**src/rtl/ternary_to_binary_4digit.sv**
```systemverilog
// Serial ternary-to-binary converter for the 5-trit adder result (Cout, S3..S0).
// Horner evaluation, MSD first, one trit per clock, with valid/ready handshakes on both sides.
module ternary_to_binary_4digit (
   input  logic       clk,
   input  logic       rst,
   input  logic       in_valid,
   output logic       in_ready,
   input  logic       Cout,
   input  logic [1:0] S3,
   input  logic [1:0] S2,
   input  logic [1:0] S1,
   input  logic [1:0] S0,
   output logic [7:0] bin,
   output logic       err,
   output logic       out_valid,
   input  logic       out_ready,
   output logic [1:0] dbg_state
);

   // Handshake: a word moves on any rising edge where valid and ready are both high;
   // in_ready and out_valid are registered and depend only on state, never on inputs.
   typedef enum logic [1:0] {
      IDLE = 2'd0,
      CONV = 2'd1,
      DONE = 2'd2
   } state_t;

   state_t     state_q, state_d;
   logic [7:0] digits_q, digits_d;
   logic [7:0] acc_q, acc_d;
   logic [1:0] cnt_q, cnt_d;
   logic       err_int_q, err_int_d;
   logic [7:0] bin_q, bin_d;
   logic       err_q, err_d;
   logic       in_ready_q, in_ready_d;
   logic       out_valid_q, out_valid_d;

   logic [1:0] msd;
   logic       msd_bad;
   logic [1:0] msd_val;
   logic [7:0] step;

   always_comb begin
      msd     = digits_q[7:6];
      msd_bad = (msd == 2'b11);
      msd_val = msd_bad ? 2'b00 : msd;
      // acc never exceeds 53 before a step, so acc*3+2 fits in 8 bits
      step    = {acc_q[6:0], 1'b0} + acc_q + {6'b0, msd_val};

      state_d     = state_q;
      digits_d    = digits_q;
      acc_d       = acc_q;
      cnt_d       = cnt_q;
      err_int_d   = err_int_q;
      bin_d       = bin_q;
      err_d       = err_q;
      in_ready_d  = in_ready_q;
      out_valid_d = out_valid_q;

      case (state_q)
         IDLE: begin
            if (in_valid && in_ready_q) begin
               digits_d   = {S3, S2, S1, S0};
               acc_d      = {7'b0, Cout};
               err_int_d  = 1'b0;
               cnt_d      = 2'd3;
               state_d    = CONV;
               in_ready_d = 1'b0;
            end else begin
               in_ready_d = 1'b1;
            end
         end
         CONV: begin
            acc_d     = step;
            digits_d  = {digits_q[5:0], 2'b00};
            err_int_d = err_int_q | msd_bad;
            cnt_d     = cnt_q - 2'd1;
            if (cnt_q == 2'd0) begin
               bin_d       = step;
               err_d       = err_int_q | msd_bad;
               state_d     = DONE;
               out_valid_d = 1'b1;
            end
         end
         DONE: begin
            if (out_ready) begin
               state_d     = IDLE;
               out_valid_d = 1'b0;
               in_ready_d  = 1'b1;
            end
         end
         default: begin
            state_d     = IDLE;
            in_ready_d  = 1'b0;
            out_valid_d = 1'b0;
         end
      endcase
   end

   always_ff @(posedge clk) begin
      if (rst) begin
         state_q     <= IDLE;
         digits_q    <= 8'h00;
         acc_q       <= 8'h00;
         cnt_q       <= 2'd0;
         err_int_q   <= 1'b0;
         bin_q       <= 8'h00;
         err_q       <= 1'b0;
         in_ready_q  <= 1'b0;
         out_valid_q <= 1'b0;
      end else begin
         state_q     <= state_d;
         digits_q    <= digits_d;
         acc_q       <= acc_d;
         cnt_q       <= cnt_d;
         err_int_q   <= err_int_d;
         bin_q       <= bin_d;
         err_q       <= err_d;
         in_ready_q  <= in_ready_d;
         out_valid_q <= out_valid_d;
      end
   end

   assign in_ready  = in_ready_q;
   assign out_valid = out_valid_q;
   assign bin       = bin_q;
   assign err       = err_q;
   assign dbg_state = state_q;

endmodule

```
**config.mk**
```make
export PLATFORM = sky130hd
export DESIGN_NAME = ternary_to_binary_4digit
export DESIGN_NICKNAME = d
export VERILOG_FILES = /design/src/rtl/ternary_to_binary_4digit.sv
export SDC_FILE = /design/constraint.sdc
export NUM_CORES = 1
export LEC_CHECK = 0
export CORE_UTILIZATION = 57
export CTS_CLUSTER_SIZE = 24
export DETAILED_ROUTE_END_ITERATION = 10
export PLACE_DENSITY = 0.87
export SLEW_MARGIN = 10
export SYNTH_ARGS = -nofsm -noshare
export SYNTH_HDL_FRONTEND = slang
export SYNTH_SLANG_ARGS = --single-unit
export TNS_END_PERCENT = 10
```
**constraint.sdc**
```tcl
create_clock -name clk -period 4.87 [get_ports clk]
set_input_delay 1.2175 -clock clk [delete_from_list [all_inputs] [get_ports clk]]
set_output_delay 1.2175 -clock clk [all_outputs]
set_load 0.02 [all_outputs]
```
==> flow_metrics.py, run 1 <==
metrics = {
    "logic_synthesis": {
        "synthTopCellsByCount": "dfxtp_1 (32), nor2_1 (27), nand2_1 (26)",
        "ys.flop_type": "dfxtp_1",
        "yosysMostFrequentCell": "dfxtp_1",
        "synth_area_leaders": "dfxtp_1 (39%), ha_1 (9.9%), nor2_1 (6.1%)",
        "yosysWarnings": 0,
        "async_flop_share_pct": 0,
        "synth_edf_count": 0,
        "syn_inst": 190,
        "ys_ff_latch": 32,
        "syn_area_sq_um": 1650,
        "yosysTopAreaCellShare_pct": 38.82,
        "synth_fp_nets": 218,
        "synth_cell_types": 43,
        "yosysSeqAreaShare_pct": 38.82,
        "synth_top_area_cell": "dfxtp_1",
        "syn_avg_cell_area_sq_um": 8.686,
    },
    "final_layout": {
        "multiInputGateArea_sq_um": 908.4,
        "drive_gt1_share_pct": 7.075,
        "utilization_pct": 71.32,
        "nets": 239,
        "syn_to_final_growth_pct": 19.18,
        "final-seq-area_sq_um": 640.6,
        "antenna_cells": 0,
        "nFillCells": 211,
    },
    "timing": {
        "hold_ws_ps": 467.2,
        "max_slew_margin_pct": 21.81,
        "worst_slew_pin_slew_ps": 1169,
        "fin_worst_skew_ps": 15.60,
        "fin_ws_ps": 2074,
        "post-route-period-util_pct": 57.42,
        "fmax_mhz": 357.6,
        "slew_violations": 0,
        "timing.final.crit_period_ps": 2796,
        "tns_ps": 0,
        "setup_violations": 0,
        "hold_viol": 0,
        "rsz0062_at_grt": "false",
    },
    "hold_path": {
        "holdPathStages": 2,
        "hold_start": "bin[4]$_SDFFE_PP0P_",
        "hold_class": "reg2reg",
        "whs_endpoint": "bin[4]$_SDFFE_PP0P_",
    },
    "clocking": {
        "cts_max_path_buffers": 2,
        "post-cts-setup-buffers": 0,
        "cts_resized": 0,
        "clkLatencyLatePin_ps": 350,
        "postCtsHoldBufs": 0,
        "cts_buffers": 5,
        "cts_tree": "done",
        "clk_pin_slew_ps": 100,
        "cts.sinks": 32,
        "cts-root-buf": "clkbuf_4",
        "htree_levels": 2,
    },
    "pwr": {
        "seqPwrFrac_pct": 47.1,
        "power.leakage_nw": 0.7902,
        "p_int_mw": 0.4533,
        "ir_drop_mv": 0.2925,
        "swShare_pct": 26.10,
        "share_comb_of_total_power_pct": 15.0,
        "power.density_nw_per_um2": 311.9,
        "power_frac_clock_pct": 37.8,
        "p_switching_mw": 0.1601,
    },
    "placed_design": {
        "post-place-ws_ps": 1815,
        "place.gp.congestion": 0.8265,
        "portBuffers": 25,
        "dp_hpwl_microns": 2560,
    },
    "worst_setup_path": {
        "cpLargestDelayFamily": "buffers and inverters",
        "path_max_fanout": 11,
        "path_buf_inv": 1,
        "cpPeakStageDelay_ps": 680,
        "cp_data_arrival_time_ps": 1580,
        "cp_slowest_cell": "clkdlybuf4s50_1",
        "cp.required_ps": 3650,
        "reg2regPathDepth": 9,
        "worst-r2r-setup-slack_ps": 2240,
        "crit_chain": "clkdlybuf4s50_1",
        "setup.worst_path.start_class": "flop",
        "end_kind": "output port",
        "timing.rr.start": "digits_q[7]$_SDFFE_PP0P_",
        "timing.rr.end": "bin[7]$_SDFFE_PP0P_",
        "worstSetupPathType": "reg2out",
    },
    "drt": {
        "num_vias": 1421,
        "drt_iter0_drc": 44,
        "vias_per_cell": 5.848,
        "final_antenna_net_count": 0,
        "drt_pass1_iterations": 4,
        "wl_microns": 3549,
        "drc": 0,
        "wl_per_cell_microns": 14.60,
    },
    "global_routing": {
        "grt_pass1_wl_microns": 6016,
        "grt_usage_pct": 24.62,
        "first_global_vias": 1369,
        "antenna_found_initial": 0,
        "grt_overflow": 0,
        "grt_max_degree": 36,
    },
    "floorplanning": {
        "dieWidth_microns": 55.81,
        "rows": 19,
        "start_util_pct": 59.85,
        "io_pins": 26,
        "core-area_sq_um": 2758,
        "die_height_microns": 55.81,
        "fp.dieArea_sq_um": 3115,
    },
    "outcome": {
        "outcome": "completed",
    },
    "job": {
        "maxCapViolCount": 0,
    },
}
-- cell usage in the layout (no fill, tap or decap), types with 3 or more instances in the layout --
master and count:
nand2_1 26, clkdlybuf4s50_1 25, nand3b_1 3, a21oi_1 16, nor2b_1 3, a311oi_1 7
nor2_1 27, clkbuf_4 5, ha_1 13, dfxtp_1 32, nand2b_1 3, inv_1 9
a22oi_1 4
-- worst max-delay path by stage --
stage | start | to | depth (start not counted)
6_report | dbg_state[1]$_SDFFE_PP0P_ | dbg_state[1] | 1
5_1_grt | dbg_state[1]$_SDFFE_PP0P_ | dbg_state[1] | 1
4_1_cts | dbg_state[1]$_SDFFE_PP0P_ | dbg_state[1] | 1
3_5_place_dp | rst | acc_q[5]$_SDFFE_PP0P_ | 3
3_3_place_gp | rst | acc_q[5]$_SDFFE_PP0P_ | 3
2_1_floorplan | digits_q[7]$_SDFFE_PP0P_ | bin[7]$_SDFFE_PP0P_ | 9
-- power by group through the flow --
stage | sequential, mW | clock (mW) | combinational [mW]
after floorplan | 0.296 | 0 | 0.0613
after global placement | 0.294 | 0 | 0.0867
after detailed placement | 0.295 | 0 | 0.0921
after CTS | 0.289 | 0.234 | 0.0924
after global routing | 0.291 | 0.244 | 0.102
final | 0.289 | 0.232 | 0.0923
-- layer usage --
layer,part of all wire [%],up-vias,GRT usage [%]
met3,4.2,10,5.349
met4,2.2,0,12.54
met5,0,-,0
met2,49,40,40.62
li1,-,713,-
met1,44,658,30.31
-- registers in the layout, summed over array words and instances, names as in the netlist --
name,count
acc_q,8
bin,8
cnt_q,2
dbg_state,2
digits_q,8
err,1
err_int_q,1
in_ready,1
out_valid,1
-- cells by family after synthesis --
logic type	count (synthesis)	share of synthesized area, %
AND/OR/NAND/NOR	72	19.94
AO/OA/AOI/OAI	48	21.23
flip-flops	32	38.82
buffers and inverters	20	6.141
adder cells (fa/ha/maj)	15	12.28
XOR/XNOR	3	1.592
-- cell type report --
type / count / share of cell area (%)
multi-input combinational: 138 / 46.18
clock inverter: 1 / 1.527
inverter: 9 / 1.718
timing repair buffer: 25 / 12.72
tap: 31 / 1.972
sequential: 32 / 32.57
clock buffer: 7 / 3.308
-- metrics by stage --
stage / power (mW) / area [sq um] / std cells
floorplan: 0.3570 / 1650 / 190
finish: 0.6135 / 1967 / 243
global placement: 0.3807 / 1872 / 235
global route: 0.6370 / 1967 / 243
CTS: 0.6154 / 1967 / 243
detailed placement: 0.3868 / 1872 / 235
No activity file was read; power rests on OpenSTA's default activity.
==> inputs of run 2 (changes only) <==
--- a/config.mk
+++ b/config.mk
@@ -5,10 +5,10 @@
 export SDC_FILE = /design/constraint.sdc
 export NUM_CORES = 1
 export LEC_CHECK = 0
-export CORE_UTILIZATION = 57
+export CORE_UTILIZATION = 48
 export CTS_CLUSTER_SIZE = 24
 export DETAILED_ROUTE_END_ITERATION = 10
-export PLACE_DENSITY = 0.87
+export PLACE_DENSITY = 0.78
 export SLEW_MARGIN = 10
 export SYNTH_ARGS = -nofsm -noshare
 export SYNTH_HDL_FRONTEND = slang
==> constraint.sdc (replaced) <==
create_clock -name clk -period 2.46 [get_ports clk]
set_input_delay 0.615 -clock clk [delete_from_list [all_inputs] [get_ports clk]]
set_output_delay 0.615 -clock clk [all_outputs]
set_load 0.02 [all_outputs]
==> flow_metrics.py, run 2 (synthesis results as in run 1) <==
metrics = {
    "worst_setup_path": {
        "worstSetupPathType": "reg2reg",
        "cp_data_arrival_time_ps": 2650,
        "reg2regPathDepth": 9,
        "crit_start": "digits_q[7]$_SDFFE_PP0P_",
        "cpPeakStageDelay_ps": 490,
        "timing.rr.start": "digits_q[7]$_SDFFE_PP0P_",
        "critPathCapture": "acc_q[7]$_SDFFE_PP0P_",
        "end_kind": "flop",
        "cpLargestDelayFamily": "adder cells",
        "path_max_fanout": 5,
        "worst-r2r-setup-slack_ps": 70,
        "timing.rr.end": "acc_q[7]$_SDFFE_PP0P_",
        "crit_chain": "nor2b_1, fa_1, ha_2, inv_1, fa_2, nor2b_4, o2111ai_2, and3_1, o31ai_1",
        "path_buf_inv": 1,
        "cp_slowest_cell": "fa_1",
        "cp.required_ps": 2720,
        "setup.worst_path.start_class": "flop",
        "cp.depth": 9,
    },
    "clocking": {
        "htree_levels": 2,
        "cts_buffers": 5,
        "post-cts-setup-buffers": 0,
        "clk_pin_slew_ps": 110,
        "postCtsHoldBufs": 0,
        "clkLatencyLatePin_ps": 340,
        "cts.sinks": 32,
        "cts_tree": "done",
        "cts_max_path_buffers": 2,
        "cts-root-buf": "clkbuf_4",
    },
    "timing": {
        "setup_violations": 0,
        "timing.final.crit_period_ps": 2395,
        "max_slew_margin_pct": 62.41,
        "rsz0062_at_grt": "true",
        "post-route-period-util_pct": 97.35,
        "fin_ws_ps": 65.15,
        "fin_worst_skew_ps": 8.107,
        "slew_violations": 0,
        "worst_slew_pin_slew_ps": 559.6,
        "fmax_mhz": 417.6,
        "hold_viol": 0,
    },
    "floorplanning": {
        "dieWidth_microns": 60.64,
        "fp.dieArea_sq_um": 3677,
        "die_height_microns": 60.64,
        "core-area_sq_um": 3153,
        "rows": 20,
        "start_util_pct": 52.34,
        "io_pins": 26,
    },
    "drt": {
        "final_antenna_net_count": 0,
        "wl_per_cell_microns": 14.40,
        "drt_pass1_iterations": 5,
        "wl_microns": 3745,
        "drt_iter0_drc": 67,
        "vias_per_cell": 5.658,
        "drc": 0,
        "num_vias": 1471,
    },
    "global_routing": {
        "grt_usage_pct": 22.83,
        "grt_max_degree": 18,
        "grt_overflow": 0,
        "first_global_vias": 1354,
        "grt_pass1_wl_microns": 6078,
        "antenna_found_initial": 0,
    },
    "outcome": {
        "outcome": "completed",
    },
    "hold_path": {
        "hold_class": "reg2reg",
    },
    "placed_design": {
        "dp_hpwl_microns": 2666,
        "portBuffers": 25,
        "post-place-ws_ps": -77.63,
        "place_inst": 252,
        "place.gp.congestion": 0.8290,
    },
    "pwr": {
        "power.leakage_nw": 0.8073,
        "ir_drop_mv": 0.3812,
        "p_int_mw": 0.7714,
        "power_frac_clock_pct": 29.8,
        "swShare_pct": 29.45,
        "seqPwrFrac_pct": 52.2,
        "share_comb_of_total_power_pct": 18.0,
        "power.density_nw_per_um2": 542.8,
        "p_switching_mw": 0.3220,
    },
    "final_layout": {
        "layout_common_cells": "dfxtp_1 (31), nor2_1 (27), nand2_1 (26)",
        "nFillCells": 295,
        "finalNonFillerCells": 260,
        "drive_gt1_share_pct": 12.04,
        "multiInputGateArea_sq_um": 942.2,
        "syn_to_final_growth_pct": 22.06,
        "final-seq-area_sq_um": 641.9,
        "layout_commonest_cell": "dfxtp_1",
        "utilization_pct": 63.89,
        "nets": 243,
        "antenna_cells": 0,
    },
    "job": {
        "maxCapViolCount": 0,
    },
}
==> run 2: worst register-to-register path, cell delays in order, from the launching register on <==
cell	delay [ps]
dfxtp_2	350
nor2b_1	140
fa_1	490
ha_2	200
inv_1	60
fa_2	380
nor2b_4	150
o2111ai_2	120
and3_1	200
o31ai_1	220
==> run 2: power groups by stage <==
stage | sequential, mW | clock, mW | combinational (mW)
2_1_floorplan | 0.585 | 0 | 0.121
3_5_place_dp | 0.582 | 0 | 0.192
6_report | 0.571 | 0.326 | 0.197
3_3_place_gp | 0.580 | 0 | 0.186
5_1_grt | 0.575 | 0.356 | 0.218
4_1_cts | 0.570 | 0.325 | 0.195
==> run 2: metrics by stage <==
stage / power, mW / hold slack [ps] / cell area (sq um) / setup TNS (ps)
global placement: 0.7658 / 443.3 / 1918 / 0
global route: 1.150 / 489.5 / 2014 / -43.51
floorplan: 0.7067 / 445.9 / 1650 / 0
CTS: 1.090 / 460.6 / 1992 / 0
finish: 1.093 / 461.6 / 2014 / 0
detailed placement: 0.7736 / 449.4 / 1918 / -128.1
==> run 2: timing repair <==
action | in CTS | in global routing
endpoints found under the setup margin | 3 | 5
pin swaps | 0 | 2
gates resized for setup | 3 | 6
==> run 2: worst min-delay path by stage <==
stage | cells after the start | start | to
final | 2 | bin[1]$_SDFFE_PP0P_ | bin[1]$_SDFFE_PP0P_
after global routing | 2 | bin[1]$_SDFFE_PP0P_ | bin[1]$_SDFFE_PP0P_
after CTS | 2 | bin[1]$_SDFFE_PP0P_ | bin[1]$_SDFFE_PP0P_
after detailed placement | 2 | bin[1]$_SDFFE_PP0P_ | bin[1]$_SDFFE_PP0P_
after global placement | 2 | bin[3]$_SDFFE_PP0P_ | bin[3]$_SDFFE_PP0P_
after floorplan | 2 | err_int_q$_SDFFE_PP0P_ | err_int_q$_SDFFE_PP0P_
==> run 2: final cells by class <==
type / count / share of cell area (%)
inverters: 9 / 1.677
clock buffers: 6 / 2.547
clock inverters: 2 / 0.4969
repair buffers: 29 / 13.91
flip-flops and latches: 32 / 31.86
multi-input cells: 138 / 46.77
well taps: 44 / 2.733
==> run 2: routing by layer <==
metal / GRT usage [%] / part of all wire, % / up-vias
met5: 0 / 0 / -
met4: 11.69 / 2.4 / 0
met3: 6.610 / 6.3 / 9
met2: 35.95 / 47 / 53
met1: 28.46 / 44 / 688
li1: - / - / 721
